**config.mk**
```make
export PLATFORM = sky130hd
export DESIGN_NAME = bias_grad_accumulator
export DESIGN_NICKNAME = d
export VERILOG_FILES = /design/src/rtl/bias_grad_accumulator_pkg.sv /design/src/rtl/bias_grad_accumulator.sv
export SDC_FILE = /design/constraint.sdc
export NUM_CORES = 1
export LEC_CHECK = 0
export ABC_AREA = 1
export ABC_CLOCK_PERIOD_IN_PS = 3150
export BUFFER_PORTS_ARGS = -buffer_cell sky130_fd_sc_hd__buf_2
export CAP_MARGIN = 20
export CORE_MARGIN = 5
export CORE_UTILIZATION = 30
export CTS_CLUSTER_SIZE = 8
export DETAILED_ROUTE_END_ITERATION = 8
export GPL_ROUTABILITY_DRIVEN = 0
export PLACE_DENSITY_LB_ADDON = 0.1
export SETUP_SLACK_MARGIN = 0.02
export SLEW_MARGIN = 20
export SYNTH_ARGS = -nofsm -noshare
export SYNTH_HDL_FRONTEND = slang
export SYNTH_SLANG_ARGS = --single-unit
```
**constraint.sdc**
```tcl
create_clock -name clk -period 3.15 [get_ports clk]
set_input_delay 0 -clock clk [delete_from_list [all_inputs] [get_ports clk]]
set_output_delay 0 -clock clk [all_outputs]
set_load 0.02 [all_outputs]
```
**src/rtl/bias_grad_accumulator_pkg.sv**
```systemverilog
// Shared Q8.8 fixed-point definitions and saturation helpers used by the
// fxp datapath blocks.
package bias_grad_accumulator_pkg;

   localparam int FRAC_BITS = 8;
   localparam int Q_W       = 16;
   // Width of the value handed to the saturation helpers; wide enough for
   // any accumulator in the fxp blocks.
   localparam int SAT_IN_W  = 32;

   typedef logic signed [Q_W-1:0] q8_8_t;

   localparam q8_8_t Q_MAX = 16'h7FFF;
   localparam q8_8_t Q_MIN = 16'h8000;

   // True when v cannot be represented as a Q8.8 word.
   function automatic logic q_out_of_range(input logic signed [SAT_IN_W-1:0] v);
      logic signed [SAT_IN_W-1:0] hi;
      logic signed [SAT_IN_W-1:0] lo;
      hi = SAT_IN_W'(Q_MAX);
      lo = SAT_IN_W'(Q_MIN);
      return (v > hi) || (v < lo);
   endfunction

   // Clamp a wide signed value to the Q8.8 range.
   function automatic q8_8_t sat_q8_8(input logic signed [SAT_IN_W-1:0] v);
      logic signed [SAT_IN_W-1:0] hi;
      logic signed [SAT_IN_W-1:0] lo;
      hi = SAT_IN_W'(Q_MAX);
      lo = SAT_IN_W'(Q_MIN);
      if (v > hi)
         return Q_MAX;
      else if (v < lo)
         return Q_MIN;
      else
         return v[Q_W-1:0];
   endfunction

endpackage

```
**src/rtl/bias_grad_accumulator.sv**
```systemverilog
// Per-lane batch reduction of Q8.8 bias gradients: sums a batch of samples,
// optionally averages by an arithmetic right shift, and emits a saturated
// result with a one-cycle valid pulse for the update stage.
module bias_grad_accumulator
   import bias_grad_accumulator_pkg::*;
#(
   parameter int DATA_W  = 16,
   parameter int BATCH_W = 8,
   parameter int ACC_W   = DATA_W + BATCH_W
) (
   input  logic               clk,
   input  logic               rst,
   input  logic               start_in,
   input  logic [BATCH_W-1:0] batch_size_in,
   input  logic [2:0]         avg_shift_in,
   input  logic [DATA_W-1:0]  grad_in,
   input  logic               grad_valid_in,
   output logic               busy_out,
   output logic [DATA_W-1:0]  grad_sum_out,
   output logic               grad_sum_valid_out,
   output logic               overflow_out
);

   typedef enum logic [1:0] {
      IDLE  = 2'd0,
      ACCUM = 2'd1,
      DONE  = 2'd2
   } state_t;

   state_t                    state_q;
   state_t                    state_d;

   logic signed [ACC_W-1:0]   acc;
   logic [BATCH_W-1:0]        count;
   logic [2:0]                shift;

   logic                      accept_start;
   logic                      take_sample;
   logic                      last_sample;

   logic signed [ACC_W-1:0]   grad_ext;
   logic signed [ACC_W-1:0]   acc_sum;
   logic signed [ACC_W-1:0]   avg_val;
   logic signed [SAT_IN_W-1:0] sat_in;

   // Averaging is a plain arithmetic shift, so the result truncates toward -inf.
   function automatic logic signed [ACC_W-1:0] avg_shift(
      input logic signed [ACC_W-1:0] v,
      input logic [2:0]              sh
   );
      return v >>> sh;
   endfunction

   assign accept_start = (state_q == IDLE) && start_in && (batch_size_in != '0);
   assign take_sample  = (state_q == ACCUM) && grad_valid_in;
   assign last_sample  = take_sample && (count == BATCH_W'(1));

   // The accumulator is DATA_W+BATCH_W wide, so the running sum never wraps;
   // saturation only happens once, after the averaging shift.
   assign grad_ext = ACC_W'(signed'(grad_in));
   assign acc_sum  = acc + grad_ext;
   assign avg_val  = avg_shift(acc_sum, shift);
   assign sat_in   = SAT_IN_W'(avg_val);

   // State register.
   always_ff @(posedge clk) begin
      if (rst)
         state_q <= IDLE;
      else
         state_q <= state_d;
   end

   // Next-state logic: DONE always lasts exactly one cycle.
   always_comb begin
      state_d = state_q;
      case (state_q)
         IDLE:    if (accept_start) state_d = ACCUM;
         ACCUM:   if (last_sample)  state_d = DONE;
         DONE:    state_d = IDLE;
         default: state_d = IDLE;
      endcase
   end

   // Batch accumulation, result capture and registered status outputs.
   always_ff @(posedge clk) begin
      if (rst) begin
         acc                <= '0;
         count              <= '0;
         shift              <= '0;
         busy_out           <= 1'b0;
         grad_sum_out       <= '0;
         grad_sum_valid_out <= 1'b0;
         overflow_out       <= 1'b0;
      end else begin
         busy_out           <= (state_d != IDLE);
         grad_sum_valid_out <= 1'b0;
         if (accept_start) begin
            acc          <= '0;
            count        <= batch_size_in;
            shift        <= avg_shift_in;
            overflow_out <= 1'b0;
         end else if (take_sample) begin
            acc   <= acc_sum;
            count <= count - BATCH_W'(1);
            if (last_sample) begin
               grad_sum_out       <= DATA_W'(sat_q8_8(sat_in));
               grad_sum_valid_out <= 1'b1;
               overflow_out       <= q_out_of_range(sat_in);
            end
         end
      end
   end

endmodule

```
# After elaboration in Yosys (flattened, before gate mapping)

Index checks and enable logic that the tools add are counted.
W data, S select, Z words.

Flip-flop bits (word level): 56
Latch bits: 0
Bits in writable memories: 0
Memory bits (read-only): 0
Input bits: 31
Output and inout port bits: 19
Word-level logic and storage cells: 38
Memories: 0

$add $sub $neg: 2
Multipliers: 0
Divide/modulo/power cells: 0
Order comparisons: 2
Eq/ne operators: 2
Shifts and indexed selects: 1
Multiplexer cells: 8
Bitwise operators: 2
Reductions and logical operators: 13

Operators by type and width:

| cell                   | number |
|---|---|
| $mux W16               | 2 |
| $add A24 B16 Y24       | 1 |
| $gt A24 B16 Y1 const B | 1 |
| $lt A24 B16 Y1 const B | 1 |
| $sshr A24 B3 Y24       | 1 |
| $mux W8                | 2 |
| $eq A8 B1 Y1 const B   | 1 |
| $reduce_bool A8 Y1     | 1 |
| $sub A8 B1 Y8 const B  | 1 |
| $logic_and A1 B1 Y1    | 4 |
| $mux W2                | 2 |
| $pmux W2 S2            | 1 |
| $reduce_bool A2 Y1     | 2 |
| $reduce_and A3 Y1      | 1 |
| $reduce_or A3 Y1       | 1 |
| $eq A2 B1 Y1 const B   | 1 |
| $logic_not A2 Y1       | 1 |
| $not A1 Y1             | 2 |
| $reduce_and A2 Y1      | 1 |
| $reduce_or A2 Y1       | 1 |
| $logic_or A1 B1 Y1     | 1 |
| $mux W1                | 1 |

# Longest topological paths before layout

Depth after elaboration: 6
Depth in mapped cells: 25
Gate-level depth less buffers: 24

# Least setup slack after synthesis

Ideal clock, no wire load.

Kind: flip-flop to flip-flop
Start point: register acc[0]
End point: register grad_sum_out[1]
Setup time: 117 ps
Arrival time: 2,538 ps
Required time: 3,033 ps
Path slack: 495 ps
Stages on the path, launching flop included: 25
Buffers on the path: 1
Clock period less this slack: 2,655 ps
Path through: dfxtp_1 > ha_1 > inv_1 > fa_1 > inv_1 > nand3_1 > nand2_2 > nand2_1 > nand2_1 > nand3_1 > nand3_1 > nand2_1 > nand2_1 > nand2_1 > nand2_1 > nand3_1 > nand2_1 > nand2_1 > nor2_1 > nand2_1 > nand2_1 > nand2_2 > buf_6 > nor2_1 > nor2_1

Word-level cells in the longest chain between the ends: 5
Elaborated cells between the ends (all ways): 6
Classes of those cells: add/sub: 1; order compare: 2; shift: 1; mux: 2

Ends and longest elaborated chain:

| item                     | RTL line                        | text |
|---|---|---|
| start: declaration       | bias_grad_accumulator.sv:33     | `logic signed [ACC_W-1:0] acc;` |
| start signal: assignment | bias_grad_accumulator.sv:103    | `acc <= acc_sum;` |
| $add A24 B16 Y24 (*)     | bias_grad_accumulator.sv:61     | `assign acc_sum = acc + grad_ext;` |
| $sshr A24 B3 Y24 (*)     | bias_grad_accumulator.sv:51     | `return v >>> sh;` |
| $lt A24 B16 Y1           | bias_grad_accumulator_pkg.sv:33 | `else if (v < lo)` |
| $mux W16                 | bias_grad_accumulator_pkg.sv:33 |  |
| $mux W16 (*)             | bias_grad_accumulator_pkg.sv:31 | `if (v > hi)` |
| end signal: assignment   | bias_grad_accumulator.sv:106    | `grad_sum_out <= DATA_W'(sat_q8_8(sat_in));` |
| end: declaration         | bias_grad_accumulator.sv:19     | `output logic [DATA_W-1:0] grad_sum_out,` |

Every way passes the cells marked *; elsewhere a longest branch is shown, timed or not.
A chain may end at the register's enable or synchronous reset.

# Worst setup path after layout

Start point: register acc[20]
End point: register grad_sum_out[5]

Same word-level chain as after synthesis.

==> results by group <==
Drt
  • TritonRoute pass-1 iters: 4
  • First DRT Iteration DRCs: 263
  • ANT nets after route: 0
  • Drc violations: 0
  • Post-Route WL: 15400 um
  • Vias post-DR: 5125
  • Routed len/inst: 14.1 um
  • Via density: 4.67

Timing
  • Setup TNS: 0 ns
  • Slew margin rel.: 47.2%
  • Fmax: 353 MHz
  • Final setup violation count: 0
  • RSZ-0062 raised after global routing: no
  • Hold Violations, Final: 0
  • Final Slew Violations: 0
  • Least-Margin Pin Slew: 0.791 ns
  • Final period util: 89.8%
  • Tmin final: 2.83 ns
  • Setup Skew: 0.00606 ns

Placed design
  • Post-DP HPWL: 12100 um
  • IO buf count: 49

Clocking
  • TritonCTS sink count: 56
  • CTS tree: done
  • TritonCTS Buffers: 5
  • Clock latency on the worst-skew pair: 0.30 ns
  • H-Tree Depth: 2
  • Clock Tree Buf Depth: 2
  • Root buffer cell: clkbuf_16
  • Clock transition at path regs: 0.07 ns

Floorplan
  • # IOs: 50
  • Rows: 47
  • Die Span X: 138 um
  • Initial Utilization: 30.2%
  • Die height: 138 um
  • DIE AREA: 0.0192 mm^2
  • Core footprint: 0.0164 mm^2

GRT
  • Vias in the first global route: 5065
  • Largest net degree at the start of global routing: 38
  • Total grt overflow: 0
  • Initial antenna violation count: 0
  • GRT Total Usage: 16.3%
  • Global-route wire length before repair: 25800 um

Pwr
  • Power Density: 376 mW/mm^2
  • VDD IR max: 203 uV
  • Leak: 3.08 nW
  • Power, Total: 0.00219 W

Critical path
  • Crit path cell chain: ha_1 -> nand2_2 -> nor2_1 -> nand2_1 -> nor2_1 -> nand2_1 -> nand3_2 -> nand2_1 -> nand2_1 -> nand2_1 -> nand3_2 -> nand2_1 -> nand2_1 -> nand3_1 -> nor2_2 -> nand2_2 -> buf_12 -> a21oi_1 -> nor2_2 -> nor2_1
  • WS Path Type: flop to flop
  • Crit path launch type: flop
  • Worst EP required: 3.40 ns
  • Worst EP arrival: 3.08 ns
  • Worst reg2reg startpoint: acc[20]
  • CP peak stage delay: 0.41 ns
  • Worst R2R Path Depth: 20
  • Largest fanout on the critical path: 15
  • R2r endpoint: grad_sum_out[5]
  • Most used cell along the critical path: nand2_1
  • R2R setup slack: 0.32 ns
  • Slowest cell on the critical path: ha_1
  • Crit end category: flop

Synth
  • Sequential share of the synthesized area: 22.6%
  • Yosys warns: 0
  • Synth Flop Type: dfxtp_1
  • Synth Net Count: 884
  • Post-synth top area share: 22.6%
  • FFs w/ async S/R, synth: 0%
  • Synth Instances: 827
  • Area leader, netlist: dfxtp_1
  • Synthesis-stage register bit count: 56
  • EDFF count, synth: 0
  • Post-synth cell types: 40
  • Top post-synthesis cells by area: dfxtp_1 23%, nand2_1 19%, inv_1 8.3%, nand3_1 7.7%, ha_1 6.3%
  • Mapped Area: 0.00495 mm^2
  • Syn avg cell area: 5.99 um^2

Layout
  • Commonest cells after routing, fill and taps aside: 246 x nand2_1, 109 x inv_1, 74 x nand3_1
  • Final Net Count: 933
  • Layout cell share with drive strength beyond 1: 16.4%
  • Most common cell after layout, fill and taps aside: nand2_1
  • Layout area overhead: 17.8%
  • Diodes inserted: 0

Hold path
  • Hold depth: 3
  • Worst Hold Class: input pin to flop
  • Hold path startpoint: batch_size_in[2]
  • Hold endpoint: count[2]

Flow run
  • Maxcap violations: 0

Status
  • Status: completed
==> worst max-delay path by stage <==
stage / start / endpoint / slack [ns] / cells past startpoint
after floorplan: acc[0] / grad_sum_out[1] / 0.50 / 24
after global placement: acc[16] / grad_sum_out[1] / 0.22 / 18
after detailed placement: acc[0] / grad_sum_out[5] / 0.10 / 23
after CTS: acc[0] / grad_sum_out[4] / 0.09 / 23
after global routing: acc[14] / grad_sum_out[6] / 0.02 / 20
final: acc[20] / grad_sum_out[5] / 0.32 / 20
==> flip-flops by register name, summed over array words and instances, names as in the netlist <==
register and count:
state_q 2, overflow_out 1, grad_sum_valid_out 1, busy_out 1, acc 24, shift 3, count 8, grad_sum_out 16
==> cell usage after synthesis (7+ instances only) <==
cell,count
nand2_1,250
inv_1,110
nand3_1,76
nor2_1,67
dfxtp_1,56
o21ai_0,56
a21oi_1,34
ha_1,25
clkbuf_1,20
nand2_2,13
mux2i_1,12
o211ai_1,11
nand4_1,10
nor2_2,10
xor2_1,10
xnor2_1,9
a21oi_2,7
o21a_1,7
==> cells by family (layout without fill, tap and decap cells) <==
logic type | after synthesis | after routing | synth area share (%)
flip-flops | 56 | 56 | 22.6
AND/OR/NAND/NOR | 442 | 443 | 38.6
buffers and inverters | 146 | 195 | 11.5
multiplexers | 12 | 12 | 2.43
adder cells (fa/ha/maj) | 26 | 26 | 6.72
AO/OA/AOI/OAI | 126 | 126 | 14.7
XOR/XNOR | 19 | 19 | 3.36
==> metrics by stage <==
step	cell area, um^2	setup slack, ns	hold slack (ns)	util [%]	std cells
4_1_cts	5680	0.0852	0.00357	34.6	1095
6_report	5830	0.321	0.00255	35.5	1097
2_1_floorplan	4950	0.495	0.139	-	827
3_3_place_gp	5480	0.222	0.257	33.4	1083
3_5_place_dp	5480	0.101	0.267	33.4	1083
5_1_grt	5830	0.0221	0.00646	35.5	1097
==> report_power, final <==
group,internal [W],leakage (nW),total (W),switching (W)
Clock,0.000376,0.0808,0.000657,0.000281
Sequential,0.000738,0.456,0.000759,0.0000205
Combinational,0.000273,2.54,0.000778,0.000505
Total,0.00139,3.08,0.00219,0.000806
==> metal layers <==
layer	global-route usage (%)	vias up	routed length [um]
li1	-	2755	-
met1	22.4	2307	7690
met2	27.5	56	7210
met3	2.21	7	393
met4	2.96	0	121
met5	0	-	0
==> area by class of cell <==
class	instances	area [um^2]
fillers	1873	10600
repair buffers	70	425
clock inverters	2	35.0
flip-flops and latches	56	1120
inverters	117	442
clock buffers	6	129
well taps	220	275
multi-input cells	626	3400
==> worst max-delay path: cells and delay by family, from the launching register on <==
kind / cells / cell delay, ns
AND/OR/NAND/NOR: 17 / 1.70
flip-flops: 1 / 0.32
buffers and inverters: 1 / 0.16
AO/OA/AOI/OAI: 1 / 0.15
adder cells (fa/ha/maj): 1 / 0.41
==> what timing repair did <==
action / CTS / global route
endpoints found under the hold margin: 4 / 0
setup endpoints to repair: 0 / 16
buffers inserted: 0 / 1
gates resized for setup: 0 / 35
hold buffers: 4 / 0
(Power assumes the default switching activity.)
